`src/rtl/cpu_ctrl_pkg.sv`:
```
// cpu_ctrl_pkg: shared state encoding, opclass constants and decode result type.
package cpu_ctrl_pkg;
   typedef enum logic [3:0] {
      IDLE, PRE_IR, PRE_WR, FETCH_MAR, FETCH_IR, DECODE, ALU_WB,
      MEM_MAR, LD_MDR, LD_WB, ST_MDR, ST_WR, HALT
   } state_t;
   localparam logic OP_ALU = 1'b0;
   localparam logic [1:0] OP_LOAD = 2'b10;
   localparam logic [1:0] OP_STORE = 2'b11;
   localparam logic [31:0] HALT_INSTR = 32'hFFFF_FFFF;
   typedef struct packed {
      logic is_halt;
      logic is_alu;
      logic is_load;
      logic is_store;
   } opclass_t;
endpackage

```
`src/rtl/cpu_controller_if.sv`:
```
// cpu_controller_if: controller <-> datapath control bus; master is the controller side.
interface cpu_controller_if #(parameter int WIDTH = 32);
   logic [WIDTH-1:0] irOut;
   logic start;
   logic pre_valid;
   logic [4:0] pre_reg;
   logic [WIDTH-1:0] pre_data;
   logic pre_ready;
   logic pcFetch, pcEn, irEn, marEn, ldEn, stEn, mdrEn, wr, wEn, registerFileSelect;
   logic [WIDTH-1:0] irInput;
   logic [WIDTH-1:0] dataInput;
   logic busy;
   logic halted;
   logic [15:0] retired;
   modport master (
      input irOut, start, pre_valid, pre_reg, pre_data,
      output pre_ready, pcFetch, pcEn, irEn, marEn, ldEn, stEn, mdrEn, wr, wEn,
             registerFileSelect, irInput, dataInput, busy, halted, retired
   );
   modport slave (
      output irOut, start, pre_valid, pre_reg, pre_data,
      input pre_ready, pcFetch, pcEn, irEn, marEn, ldEn, stEn, mdrEn, wr, wEn,
            registerFileSelect, irInput, dataInput, busy, halted, retired
   );
endinterface

```
`src/rtl/cpu_ctrl_decode.sv`:
```
// cpu_ctrl_decode: classifies the instruction register into halt/alu/load/store.
module cpu_ctrl_decode
   import cpu_ctrl_pkg::*;
#(
   parameter int WIDTH = 32
) (
   input  logic [WIDTH-1:0] ir_i,
   output opclass_t         cls_o
);
   logic halt;
   assign halt = ir_i[31:0] == HALT_INSTR;
   always_comb begin
      cls_o.is_halt  = halt;
      cls_o.is_alu   = !halt && ir_i[31] == OP_ALU;
      cls_o.is_load  = !halt && ir_i[31:30] == OP_LOAD;
      cls_o.is_store = !halt && ir_i[31:30] == OP_STORE;
   end
endmodule

```
`src/rtl/cpu_controller.sv`:
```
// cpu_controller: Moore FSM sequencing preload, fetch, decode and ALU/load/store execution.
module cpu_controller
   import cpu_ctrl_pkg::*;
#(
   parameter int WIDTH = 32
) (
   input logic clk,
   input logic reset,
   cpu_controller_if.master bus
);
   state_t state_q, state_d;
   logic [WIDTH-1:0] ir_in_q, ir_in_d, data_in_q, data_in_d;
   logic [15:0] retired_q, retired_d;
   opclass_t cls;
   logic load_pre;
   cpu_ctrl_decode #(.WIDTH(WIDTH)) u_decode (.ir_i(bus.irOut), .cls_o(cls));
   assign load_pre = state_q == IDLE && bus.pre_valid;
   always_ff @(posedge clk or posedge reset) begin
      if (reset) begin
         state_q   <= IDLE;
         ir_in_q   <= '0;
         data_in_q <= '0;
         retired_q <= '0;
      end else begin
         state_q   <= state_d;
         ir_in_q   <= ir_in_d;
         data_in_q <= data_in_d;
         retired_q <= retired_d;
      end
   end
   always_comb begin
      ir_in_d   = load_pre ? WIDTH'({6'b0, bus.pre_reg, 21'b0}) : ir_in_q;
      data_in_d = load_pre ? bus.pre_data : data_in_q;
      retired_d = retired_q + 16'(state_q inside {ALU_WB, LD_WB, ST_WR});
   end
   always_comb begin
      state_d = state_q;
      case (state_q)
         IDLE:      state_d = bus.pre_valid ? PRE_IR : bus.start ? FETCH_MAR : IDLE;
         PRE_IR:    state_d = PRE_WR;
         PRE_WR:    state_d = IDLE;
         FETCH_MAR: state_d = FETCH_IR;
         FETCH_IR:  state_d = DECODE;
         DECODE:    state_d = cls.is_halt ? HALT : cls.is_alu ? ALU_WB : MEM_MAR;
         ALU_WB:    state_d = FETCH_MAR;
         MEM_MAR:   state_d = cls.is_store ? ST_MDR : LD_MDR;
         LD_MDR:    state_d = LD_WB;
         LD_WB:     state_d = FETCH_MAR;
         ST_MDR:    state_d = ST_WR;
         ST_WR:     state_d = FETCH_MAR;
         HALT:      state_d = HALT;
         default:   state_d = IDLE;
      endcase
   end
   always_comb begin
      bus.pcFetch            = state_q inside {FETCH_MAR, FETCH_IR};
      bus.pcEn               = state_q == FETCH_IR;
      bus.irEn               = state_q inside {PRE_IR, FETCH_IR};
      bus.marEn              = state_q inside {FETCH_MAR, MEM_MAR};
      bus.ldEn               = state_q == LD_MDR;
      bus.stEn               = state_q == ST_MDR;
      bus.mdrEn              = state_q inside {LD_MDR, ST_MDR};
      bus.wr                 = state_q == ST_WR;
      bus.wEn                = state_q inside {PRE_WR, ALU_WB, LD_WB};
      bus.registerFileSelect = state_q == PRE_WR;
      bus.pre_ready          = state_q == PRE_WR;
      bus.busy               = !(state_q inside {IDLE, HALT});
      bus.halted             = state_q == HALT;
      bus.irInput            = ir_in_q;
      bus.dataInput          = data_in_q;
      bus.retired            = retired_q;
   end
endmodule

```
`src/flat_wrapper.sv`:
```
// flat-port wrapper written by rule: the top's interface ports become plain ports
module cpu_controller_flat import cpu_ctrl_pkg::*;
#(
   parameter int WIDTH = 32
)
  (clk, reset, bus_irOut, bus_start, bus_pre_valid, bus_pre_reg, bus_pre_data, bus_pre_ready, bus_pcFetch, bus_pcEn, bus_irEn, bus_marEn, bus_ldEn, bus_stEn, bus_mdrEn, bus_wr, bus_wEn, bus_registerFileSelect, bus_irInput, bus_dataInput, bus_busy, bus_halted, bus_retired);
  cpu_controller_if #(.WIDTH(WIDTH)) bus_i ();
  input logic clk;
  input logic reset;
  input wire logic [$bits(bus_i.irOut)-1:0] bus_irOut;
  input wire logic [$bits(bus_i.start)-1:0] bus_start;
  input wire logic [$bits(bus_i.pre_valid)-1:0] bus_pre_valid;
  input wire logic [$bits(bus_i.pre_reg)-1:0] bus_pre_reg;
  input wire logic [$bits(bus_i.pre_data)-1:0] bus_pre_data;
  output wire logic [$bits(bus_i.pre_ready)-1:0] bus_pre_ready;
  output wire logic [$bits(bus_i.pcFetch)-1:0] bus_pcFetch;
  output wire logic [$bits(bus_i.pcEn)-1:0] bus_pcEn;
  output wire logic [$bits(bus_i.irEn)-1:0] bus_irEn;
  output wire logic [$bits(bus_i.marEn)-1:0] bus_marEn;
  output wire logic [$bits(bus_i.ldEn)-1:0] bus_ldEn;
  output wire logic [$bits(bus_i.stEn)-1:0] bus_stEn;
  output wire logic [$bits(bus_i.mdrEn)-1:0] bus_mdrEn;
  output wire logic [$bits(bus_i.wr)-1:0] bus_wr;
  output wire logic [$bits(bus_i.wEn)-1:0] bus_wEn;
  output wire logic [$bits(bus_i.registerFileSelect)-1:0] bus_registerFileSelect;
  output wire logic [$bits(bus_i.irInput)-1:0] bus_irInput;
  output wire logic [$bits(bus_i.dataInput)-1:0] bus_dataInput;
  output wire logic [$bits(bus_i.busy)-1:0] bus_busy;
  output wire logic [$bits(bus_i.halted)-1:0] bus_halted;
  output wire logic [$bits(bus_i.retired)-1:0] bus_retired;
  assign bus_i.irOut = bus_irOut;
  assign bus_i.start = bus_start;
  assign bus_i.pre_valid = bus_pre_valid;
  assign bus_i.pre_reg = bus_pre_reg;
  assign bus_i.pre_data = bus_pre_data;
  assign bus_pre_ready = bus_i.pre_ready;
  assign bus_pcFetch = bus_i.pcFetch;
  assign bus_pcEn = bus_i.pcEn;
  assign bus_irEn = bus_i.irEn;
  assign bus_marEn = bus_i.marEn;
  assign bus_ldEn = bus_i.ldEn;
  assign bus_stEn = bus_i.stEn;
  assign bus_mdrEn = bus_i.mdrEn;
  assign bus_wr = bus_i.wr;
  assign bus_wEn = bus_i.wEn;
  assign bus_registerFileSelect = bus_i.registerFileSelect;
  assign bus_irInput = bus_i.irInput;
  assign bus_dataInput = bus_i.dataInput;
  assign bus_busy = bus_i.busy;
  assign bus_halted = bus_i.halted;
  assign bus_retired = bus_i.retired;
  cpu_controller #(.WIDTH(WIDTH)) u_core (.clk(clk), .reset(reset), .bus(bus_i));
endmodule
```
`config.mk`:
```
export PLATFORM = sky130hd
export DESIGN_NAME = cpu_controller_flat
export DESIGN_NICKNAME = d
export VERILOG_FILES = /design/src/rtl/cpu_ctrl_pkg.sv /design/src/rtl/cpu_controller_if.sv /design/src/rtl/cpu_ctrl_decode.sv /design/src/rtl/cpu_controller.sv /design/src/flat_wrapper.sv
export SDC_FILE = /design/constraint.sdc
export NUM_CORES = 1
export LEC_CHECK = 0
export CAP_MARGIN = 20
export CORE_MARGIN = 2
export CORE_UTILIZATION = 42
export CTS_BUF_LIST = sky130_fd_sc_hd__clkbuf_8
export DETAILED_ROUTE_END_ITERATION = 8
export PLACE_DENSITY = 0.92
export SLEW_MARGIN = 20
export SYNTH_ARGS = -nofsm -noshare
export SYNTH_HDL_FRONTEND = slang
export SYNTH_SLANG_ARGS = --single-unit
```
`constraint.sdc`:
```
create_clock -name clk -period 3.5 [get_ports clk]
set_input_delay 0.525 -clock clk [delete_from_list [all_inputs] [get_ports clk]]
set_output_delay 0.525 -clock clk [all_outputs]
set_load 0.01 [all_outputs]
```
==> metrics <==
outcome complete, but fails checks; violated checks design-rule violations; wire per inst approximately 16 um; ratio of cells with drive above 1 in the final layout 0.159; P_leak a little under 2 nW; worst r2r src u_core.state_q[3]$_DFF_PP0_; dpl cells around 430; Post-CTS Setup Inserts 0; final setup vio count 0; Root Buffer clkbuf_8; Tcrit/Tclk final 0.739; GP Congestion about 0.81; CTS tree done; max-capacitance violation count 0; crit path cell chain nand2b_1 > o22ai_1 > clkdlybuf4s50_1; Pwr Density 808 nW/um^2; initial drt markers 78; critical path's largest stage delay 630 ps; Clock Latency Late Sink 330 ps; crit path max fanout 16; crit path buf inv count 1; H-tree depth 3; vias in the first global route 2275; Port Buf Inserts ~140; first-pass GRT wire length 11.2 mm; hold depth 1; Post-CTS Hold Fix Bufs 0; Gates resized, CTS repair 0; DRC 13; Yosys cell types 33; Area growth syn-to-layout 54.9%; global route overflow 0; unrepaired setup endpoints after global routing false; pre-CTS WS about 1200 ps; largest area contributor in the netlist dfrtp_1; WP data required just under 3000 ps; first drt pass iteration count 8; Initial Util 0.438; GRT Overall Usage 0.199; clk buf depth 2; initial antenna violation count 0; slew margin rel. 0.520; Chip Height between 80 and 90 um; CP startpoint kind register; post-route minimum period approximately 2600 ps; Area contributors post-synth dfrtp_1 51%, mux2_4 16%, buf_4 7.5%; fmax slightly below 400 MHz; cells on worst reg2reg path 8; R2R Setup Slk ~1100 ps; vias per cell just under 5; # fillers between 400 and 500; sequential cell area between 1000 and 1500 um^2; Mean Syn Cell Area 12.5 um^2; Post-Synthesis Cells 225; worst-margin pin slew roughly 700 ps; DP HPWL 5.27 mm; Post-Route WL about 7 mm; Fin. Hold Viols 0; crit end category output port; WHS Endpoint u_core.bus.retired[15]$_DFF_PP0_; area occupied by multi-input gates approximately 1200 um^2; Design Area, Final 4360 um^2; TNS Setup 0 ps; I/O pin count 166; area of the mapped netlist 2810 um^2; Non-Filler Instances about 450; die width between 80 and 90 um; Largest delay share family, worst path flip-flops; Slew Viols, Final 0; Die Area 7370 um^2; clock skew a little under 8 ps; total CTS buffers 9; largest net degree at the start of global routing 38; vias ~2200; HP Start u_core.bus.retired[15]$_DFF_PP0_; register bit total from synthesis between 50 and 60; antenna viol nets, final 0; fin nets between 400 and 500; commonest non-fill, non-tap cell in the layout clkdlybuf4s50_1; commonest non-fill, non-tap cells in the layout 138 x clkdlybuf4s50_1, 57 x dfrtp_1, 30 x mux2_4, 27 x conb_1, 12 x nand4_1; top_reg_cell synth dfrtp_1; min-delay worst type register to register; Yosys top cell area share 0.507; final setup margin 915 ps; # rows 29; Slowest-stage cell, CP dfrtp_1; Post-DP Area around 4100 um^2; Core Util, Final 0.678; critical path type register to output port; Worst VDD drop roughly 390 uV; FF-to-FF End u_core.bus.retired[12]$_DFF_PP0_; antenna cells 0; asr flop ratio synth 1.00; Yosys Warn Count 0; Seq/Total Area, Yosys 0.507; Reg clk slew, reported paths ~70 ps; CORE AREA 6420 um^2; CTS sink count between 50 and 60; EDFF count, synth 0; CP arrival around 2100 ps
## power by group
group	switching, W	total (W)	internal [W]
combinational	0.000603	0.00165	0.00105
clock	0.000263	0.000679	0.000416
sequential	0.000253	0.00119	0.000935
## cell usage after synthesis, drive strengths merged (2+ instances only)
library cell   n
xnor2         10
a21oi          6
o31ai          2
nand4         12
nor4           2
nor2          12
nand2b         2
mux2          37
ha             2
xor2           5
inv            4
o22ai          3
a41o           2
dfrtp         57
clkbuf         2
buf           34
and3           2
nand2         11
nand3          7
nor3           5
nor2b          2
## layout make-up
cell class | count | area share
clock buffers | 10 | 0.0316
multi-input cells | 154 | 0.276
inverters | 4 | 0.00345
flip-flops and latches | 57 | 0.327
clock inverters | 6 | 0.0190
repair buffers | 140 | 0.321
well taps | 77 | 0.0221
## kinds of logic (layout without fill, tap and decap cells)
group           count (synthesis)  after routing  share of synthesized area
other cells                     1             27                    0.00133
xor+xnor                       15             15                     0.0467
simple gates                   58             58                      0.114
mux                            37             37                      0.188
fa+ha+maj                       2              2                    0.00890
buf+inv                        40            160                      0.100
flops                          57             57                      0.507
compound gates                 15             15                     0.0338
## stage by stage
step / total power, W / hold slack (ps)
after floorplan: 0.00205 / 508
after global placement: 0.00279 / 475
after detailed placement: 0.00285 / 490
after CTS: 0.00355 / 506
after global routing: 0.00372 / 518
final: 0.00352 / 500
## worst max path at each step
stage                                startpoint                             endpoint  slack (ps)  cells past startpoint
detailed placement  u_core.state_q[3]$_DFF_PP0_     u_core.bus.retired[12]$_DFF_PP0_        1150                      8
CTS                 u_core.state_q[3]$_DFF_PP0_                              bus_wEn         900                      3
global route        u_core.state_q[3]$_DFF_PP0_                            bus_mdrEn         780                      3
floorplan                                 reset  u_core.bus.dataInput[0]$_DFFE_PP0P_        1580                      1
finish              u_core.state_q[3]$_DFF_PP0_                              bus_wEn         910                      3
global placement    u_core.state_q[2]$_DFF_PP0_     u_core.bus.retired[12]$_DFF_PP0_        1210                      8
## metal layers
layer	global-route usage	routed length, um	vias up
met5	0	0	-
met4	0.0563	60	0
met3	0.0674	678	6
met2	0.342	3580	141
met1	0.239	2760	1049
li1	-	-	1011
## flip-flops by register name, indices dropped and copies added, names as in the netlist
| register | count |
|---|---|
| u_core.bus.dataInput | 32 |
| u_core.bus.retired | 16 |
| u_core.state_q | 4 |
| u_core.bus.irInput | 5 |
## worst reg2reg max path, stage by stage, from the launching register on
cell and delay, ps:
dfrtp_1 630, nand2b_1 290, o22ai_1 240, ha_1 200
ha_1 210, nand4_1 180, nor2_1 230, nand4_1 140
xnor2_1 190
Power figures use the tool's default switching activity.
